<file path="src/rtl/bin2bcd_if.sv">
// Handshake bundle for the sequential binary-to-BCD converter: input valid/ready plus held result.
interface bin2bcd_if #(
    parameter int unsigned BIN_W  = 8,
    parameter int unsigned DIGITS = 3
);
    localparam int unsigned NDIG_W = $clog2(DIGITS + 1);

    logic                  in_valid;
    logic                  in_ready;
    logic [BIN_W-1:0]      in_bin;
    logic                  out_valid;
    logic                  out_ready;
    logic [4*DIGITS-1:0]   out_bcd;
    logic [NDIG_W-1:0]     out_ndig;
    logic                  out_ovf;

    modport master (
        output in_valid, in_bin, out_ready,
        input  in_ready, out_valid, out_bcd, out_ndig, out_ovf
    );

    modport slave (
        input  in_valid, in_bin, out_ready,
        output in_ready, out_valid, out_bcd, out_ndig, out_ovf
    );
endinterface

</file>
<file path="src/rtl/bin2bcd_seq.sv">
// One-bit-per-clock double-dabble converter with overflow saturation and significant-digit count.
module bin2bcd_seq #(
    parameter int unsigned BIN_W  = 8,
    parameter int unsigned DIGITS = 3
) (
    input  logic      clk,
    input  logic      rst_n,
    bin2bcd_if.slave  bus
);
    localparam int unsigned BCD_W  = 4 * DIGITS;
    localparam int unsigned CNT_W  = $clog2(BIN_W + 1);
    localparam int unsigned NDIG_W = $clog2(DIGITS + 1);

    typedef enum logic [1:0] {IDLE, SHIFT, DONE} state_e;

    state_e              state_q, state_d;
    logic [BCD_W-1:0]    acc_q, acc_d;
    logic [BIN_W-1:0]    bin_q, bin_d;
    logic [CNT_W-1:0]    cnt_q, cnt_d;
    logic                ovf_q, ovf_d;
    logic                in_ready_q, in_ready_d;
    logic                out_valid_q, out_valid_d;
    logic [BCD_W-1:0]    out_bcd_q, out_bcd_d;
    logic [NDIG_W-1:0]   out_ndig_q, out_ndig_d;
    logic                out_ovf_q, out_ovf_d;

    logic [BCD_W-1:0]    adj_c;
    logic [BCD_W-1:0]    sh_acc_c;
    logic                sh_ovf_c;
    logic [NDIG_W-1:0]   ndig_c;

    // Per-digit add-3 correction, then the one-bit shift of {acc,bin}; no carry between digits.
    always_comb begin
        adj_c = acc_q;
        for (int i = 0; i < int'(DIGITS); i++) begin
            if (acc_q[4*i +: 4] >= 4'd5) begin
                adj_c[4*i +: 4] = acc_q[4*i +: 4] + 4'd3;
            end
        end
        sh_acc_c = {adj_c[BCD_W-2:0], bin_q[BIN_W-1]};
        sh_ovf_c = ovf_q | adj_c[BCD_W-1];
        ndig_c   = NDIG_W'(1);
        for (int i = 0; i < int'(DIGITS); i++) begin
            if (sh_acc_c[4*i +: 4] != 4'd0) begin
                ndig_c = NDIG_W'(i + 1);
            end
        end
    end

    always_comb begin
        state_d     = state_q;
        acc_d       = acc_q;
        bin_d       = bin_q;
        cnt_d       = cnt_q;
        ovf_d       = ovf_q;
        in_ready_d  = in_ready_q;
        out_valid_d = out_valid_q;
        out_bcd_d   = out_bcd_q;
        out_ndig_d  = out_ndig_q;
        out_ovf_d   = out_ovf_q;
        case (state_q)
            IDLE: begin
                if (bus.in_valid) begin
                    bin_d      = bus.in_bin;
                    acc_d      = '0;
                    ovf_d      = 1'b0;
                    cnt_d      = CNT_W'(BIN_W);
                    in_ready_d = 1'b0;
                    state_d    = SHIFT;
                end
            end
            SHIFT: begin
                acc_d = sh_acc_c;
                bin_d = bin_q << 1;
                ovf_d = sh_ovf_c;
                cnt_d = cnt_q - CNT_W'(1);
                if (cnt_q == CNT_W'(1)) begin
                    out_valid_d = 1'b1;
                    out_ovf_d   = sh_ovf_c;
                    out_bcd_d   = sh_ovf_c ? {DIGITS{4'h9}} : sh_acc_c;
                    out_ndig_d  = sh_ovf_c ? NDIG_W'(DIGITS) : ndig_c;
                    state_d     = DONE;
                end
            end
            DONE: begin
                if (bus.out_ready) begin
                    out_valid_d = 1'b0;
                    in_ready_d  = 1'b1;
                    state_d     = IDLE;
                end
            end
            default: begin
                out_valid_d = 1'b0;
                in_ready_d  = 1'b1;
                state_d     = IDLE;
            end
        endcase
    end

    // in_ready is held high through reset so the converter reads idle immediately.
    always_ff @(posedge clk or negedge rst_n) begin
        if (!rst_n) begin
            state_q     <= IDLE;
            acc_q       <= '0;
            bin_q       <= '0;
            cnt_q       <= '0;
            ovf_q       <= 1'b0;
            in_ready_q  <= 1'b1;
            out_valid_q <= 1'b0;
            out_bcd_q   <= '0;
            out_ndig_q  <= '0;
            out_ovf_q   <= 1'b0;
        end else begin
            state_q     <= state_d;
            acc_q       <= acc_d;
            bin_q       <= bin_d;
            cnt_q       <= cnt_d;
            ovf_q       <= ovf_d;
            in_ready_q  <= in_ready_d;
            out_valid_q <= out_valid_d;
            out_bcd_q   <= out_bcd_d;
            out_ndig_q  <= out_ndig_d;
            out_ovf_q   <= out_ovf_d;
        end
    end

    assign bus.in_ready  = in_ready_q;
    assign bus.out_valid = out_valid_q;
    assign bus.out_bcd   = out_bcd_q;
    assign bus.out_ndig  = out_ndig_q;
    assign bus.out_ovf   = out_ovf_q;
endmodule
</file>
<file path="src/flat_wrapper.sv">
// flat-port wrapper written by rule: the top's interface ports become plain ports
module bin2bcd_seq_flat 
#(
    parameter int unsigned BIN_W  = 8,
    parameter int unsigned DIGITS = 3
)
  (clk, rst_n, bus_in_valid, bus_in_bin, bus_out_ready, bus_in_ready, bus_out_valid, bus_out_bcd, bus_out_ndig, bus_out_ovf);
  bin2bcd_if #(.BIN_W(BIN_W), .DIGITS(DIGITS)) bus_i ();
  input  logic clk;
  input  logic rst_n;
  input wire logic [$bits(bus_i.in_valid)-1:0] bus_in_valid;
  input wire logic [$bits(bus_i.in_bin)-1:0] bus_in_bin;
  input wire logic [$bits(bus_i.out_ready)-1:0] bus_out_ready;
  output wire logic [$bits(bus_i.in_ready)-1:0] bus_in_ready;
  output wire logic [$bits(bus_i.out_valid)-1:0] bus_out_valid;
  output wire logic [$bits(bus_i.out_bcd)-1:0] bus_out_bcd;
  output wire logic [$bits(bus_i.out_ndig)-1:0] bus_out_ndig;
  output wire logic [$bits(bus_i.out_ovf)-1:0] bus_out_ovf;
  assign bus_i.in_valid = bus_in_valid;
  assign bus_i.in_bin = bus_in_bin;
  assign bus_i.out_ready = bus_out_ready;
  assign bus_in_ready = bus_i.in_ready;
  assign bus_out_valid = bus_i.out_valid;
  assign bus_out_bcd = bus_i.out_bcd;
  assign bus_out_ndig = bus_i.out_ndig;
  assign bus_out_ovf = bus_i.out_ovf;
  bin2bcd_seq #(.BIN_W(BIN_W), .DIGITS(DIGITS)) u_core (.clk(clk), .rst_n(rst_n), .bus(bus_i));
endmodule
</file>
<file path="config.mk">
export PLATFORM = sky130hd
export DESIGN_NAME = bin2bcd_seq_flat
export DESIGN_NICKNAME = d
export VERILOG_FILES = /design/src/rtl/bin2bcd_if.sv /design/src/rtl/bin2bcd_seq.sv /design/src/flat_wrapper.sv
export SDC_FILE = /design/constraint.sdc
export NUM_CORES = 1
export LEC_CHECK = 0
export CAP_MARGIN = 20
export CELL_PAD_IN_SITES_DETAIL_PLACEMENT = 1
export CELL_PAD_IN_SITES_GLOBAL_PLACEMENT = 1
export CORE_AREA = 2 2 101 103
export CTS_BUF_LIST = sky130_fd_sc_hd__clkbuf_8 sky130_fd_sc_hd__clkbuf_16
export DETAILED_ROUTE_END_ITERATION = 7
export DIE_AREA = 0 0 103 105
export HOLD_SLACK_MARGIN = 0.15
export PLACE_DENSITY_LB_ADDON = 0.1
export SETUP_SLACK_MARGIN = 0.5
export SLEW_MARGIN = 5
export SYNTH_ARGS = -nofsm -noshare
export SYNTH_HDL_FRONTEND = slang
export SYNTH_SLANG_ARGS = --single-unit
export TNS_END_PERCENT = 10
</file>
<file path="constraint.sdc">
create_clock -name clk -period 3.1 [get_ports clk]
set_input_delay 0.62 -clock clk [delete_from_list [all_inputs] [get_ports clk]]
set_output_delay 0.62 -clock clk [all_outputs]
set_load 0.02 [all_outputs]
</file>
==> impl_metrics.ini <==
[outcome]
status = completed

[yosys]
synth.avg_cell_area_um2 = 9.40
yosysWarningCount = 0
synth_cell_types = 36
netlist_area_um2 = 2270
ys.flop_type = dfrtp_1
yosys.area.top_type = dfrtp_1
synth_nets = 261
synth_top_area_frac = 0.475
async_flop_share = 1.00
synth-edff-count = 0
yosysSeqAreaShare = 0.486
netlist_top_cells_area = dfrtp_1, o21ai_0, nand2_1
syn_inst = 241
ys_ff_latch = 44

[route]
drc = 0
drtAntennaViolNets = 0
detail_route.first_pass.iterations = 4
drt_iter0_drc = 53
vias = 1798
vias_per_cell = 4.48
wl_um = 5900
wire_per_inst_um = 14.7

[run]
maxCapViolations = 0

[sta]
drv_slew = 0
worst_slew_pin_slew_ns = 0.748
timing.fmax_mhz = 471
finalHoldViolCount = 0
min_period_ns = 2.12
finalSetupTns_ns = 0
skew_ns = 0.00615
slew_headroom = 0.501
setup_viol = 0
holdWs_ns = 0.417
post-route-period-util = 0.685
rsz0062_at_grt = no

[place]
placed_area_um2 = 2680
placed_cells = 393
dpl.hpwl_um = 3910
io_buffers = 28
place.gp.congestion = 0.717

[clocking]
cts_made_buffers = 5
hold_buffers = 0
htree_levels = 2
cts.sinks = 44
ctsResizeCount = 0
clkSlewWorstSetupHoldPaths_ns = 0.09
clock_path_buffers = 2
cts_post_setup_buffers_inserted = 0
cts_tree = done
clkLatencyLatePin_ns = 0.29
cts_root_buf = clkbuf_8

[final_layout]
mostFrequentLayoutCell = dfrtp_1
area_growth_pct = 22.4
final_net_count = 287
final_cell_mix = dfrtp_1, nand2_1, o21ai_0, clkdlybuf4s50_1, a21oi_1
drive_gt1_frac = 0.0821
diodes = 0
postLayoutCellArea_um2 = 2770
final_cells = 401
fin_util = 0.288

[worst_setup_path]
crit_chain = inv_1 -> ha_1 -> nand2b_2 -> nor3b_4 -> a211oi_2 -> a31oi_1
cp-end-kind = flip-flop
critical_path.max_fanout = 9
criticalPathCategory = reg -> reg
worstSetupStartpointType = flip-flop
crit_required_ns = 3.24
slowest_delay_ns = 0.66
crit_slowest_cell = a211oi_2
cp.arrival_ns = 2.26

[global_routing]
grt_pass1_vias = 1833
grt_max_degree = 45
grt_usage = 0.117
grt_pass1_wl_um = 9930
antenna_found_initial = 0
overflow = 0

[floorplanning]
io_pins = 29
start_util = 0.235
die_w_um = 103
die-area_um2 = 10800
fp.dieH_um = 105
placementRows = 36
coreArea_um2 = 9640

[power]
vdd_drop_max_mv = 0.242
pwr_density_cell_nw_per_um2 = 1000
p_leak_nw = 1.13

[hold_path]
hold_path_class = in -> async
==> cells by family after synthesis <==
logic type,share of synthesized area
xor+xnor,0.0116
buf+inv,0.0420
compound gates,0.207
flops,0.486
mux,0.0144
simple gates,0.195
fa+ha+maj,0.0442
==> worst max-delay path: cells and delay by family (launching register included) <==
kind	cells	cell delay (ns)
adders and majority gates	1	0.30
and+or+nand+nor	2	0.26
DFF	1	0.46
buffers and inverters	1	0.13
AOI/OAI and AO/OA	2	0.83
==> cells in the mapped netlist, types with 2 or more instances <==
cell type,instances
mux2_2,2
dfrtp_1,43
ha_1,8
nor2_1,15
a22o_1,5
clkbuf_1,6
o31ai_1,3
nand2_1,31
nor3_1,5
a22oi_1,6
nor3b_1,5
nand3_1,7
buf_2,7
xnor2_1,3
nor2b_1,10
inv_1,8
a31oi_1,4
nand2b_1,5
o21ai_0,29
a21oi_1,23
==> power breakdown <==
| part | internal [W] | total (W) | switching (W) |
|---|---|---|---|
| sequential | 0.000812 | 0.00105 | 0.000236 |
| clock | 0.000178 | 0.000383 | 0.000205 |
| combinational | 0.000589 | 0.00134 | 0.000754 |
| total | 0.00158 | 0.00277 | 0.00119 |
==> final timing paths <==
path                                                    from                                  to  slack, ns  cells past startpoint
min in group clk           u_core.bus.out_bcd[1]$_DFFE_PN0P_   u_core.bus.out_bcd[1]$_DFFE_PN0P_       0.48                      2
hold reg to reg            u_core.bus.out_bcd[1]$_DFFE_PN0P_   u_core.bus.out_bcd[1]$_DFFE_PN0P_       0.48                      2
hold / removal                                         rst_n         u_core.acc_q[7]$_DFFE_PN0P_       0.42                      2
setup / recovery                 u_core.acc_q[9]$_DFFE_PN0P_  u_core.bus.out_bcd[11]$_DFFE_PN0P_       0.98                      6
setup reg to reg                 u_core.acc_q[9]$_DFFE_PN0P_  u_core.bus.out_bcd[11]$_DFFE_PN0P_       0.98                      6
max in group asynchronous                              rst_n        u_core.acc_q[11]$_DFFE_PN0P_       2.27                      2
==> flip-flops by register name (all words and copies together) (netlist names) <==
signal	count
u_core.acc_q	12
u_core.bin_q	8
u_core.bus.in_ready	1
u_core.bus.out_bcd	12
u_core.bus.out_ndig	2
u_core.bus.out_ovf	1
u_core.bus.out_valid	1
u_core.cnt_q	4
u_core.ovf_q	1
u_core.state_q	2
==> through the flow <==
step	setup WS (ns)	power, W
floorplan	1.29	0.00195
global placement	0.751	0.00242
detailed placement	0.699	0.00244
CTS	0.945	0.00283
global route	0.779	0.00304
finish	0.976	0.00277
==> per-layer routing <==
metal	up-vias	track usage	share of wire
li1	890	-	-
met1	884	0.165	0.49
met2	22	0.186	0.48
met3	2	0.0221	0.021
met4	0	0.0254	0.0061
met5	-	0	0
==> final cells by class <==
class / count / area (um2)
sequential: 44 / 1100
clock inverter: 2 / 11.3
inverter: 8 / 30.0
tap: 133 / 166
fill: 1141 / 6870
clock buffer: 6 / 82.6
timing repair buffer: 33 / 313
multi-input combinational: 175 / 1070
(Power assumes the default switching activity.)
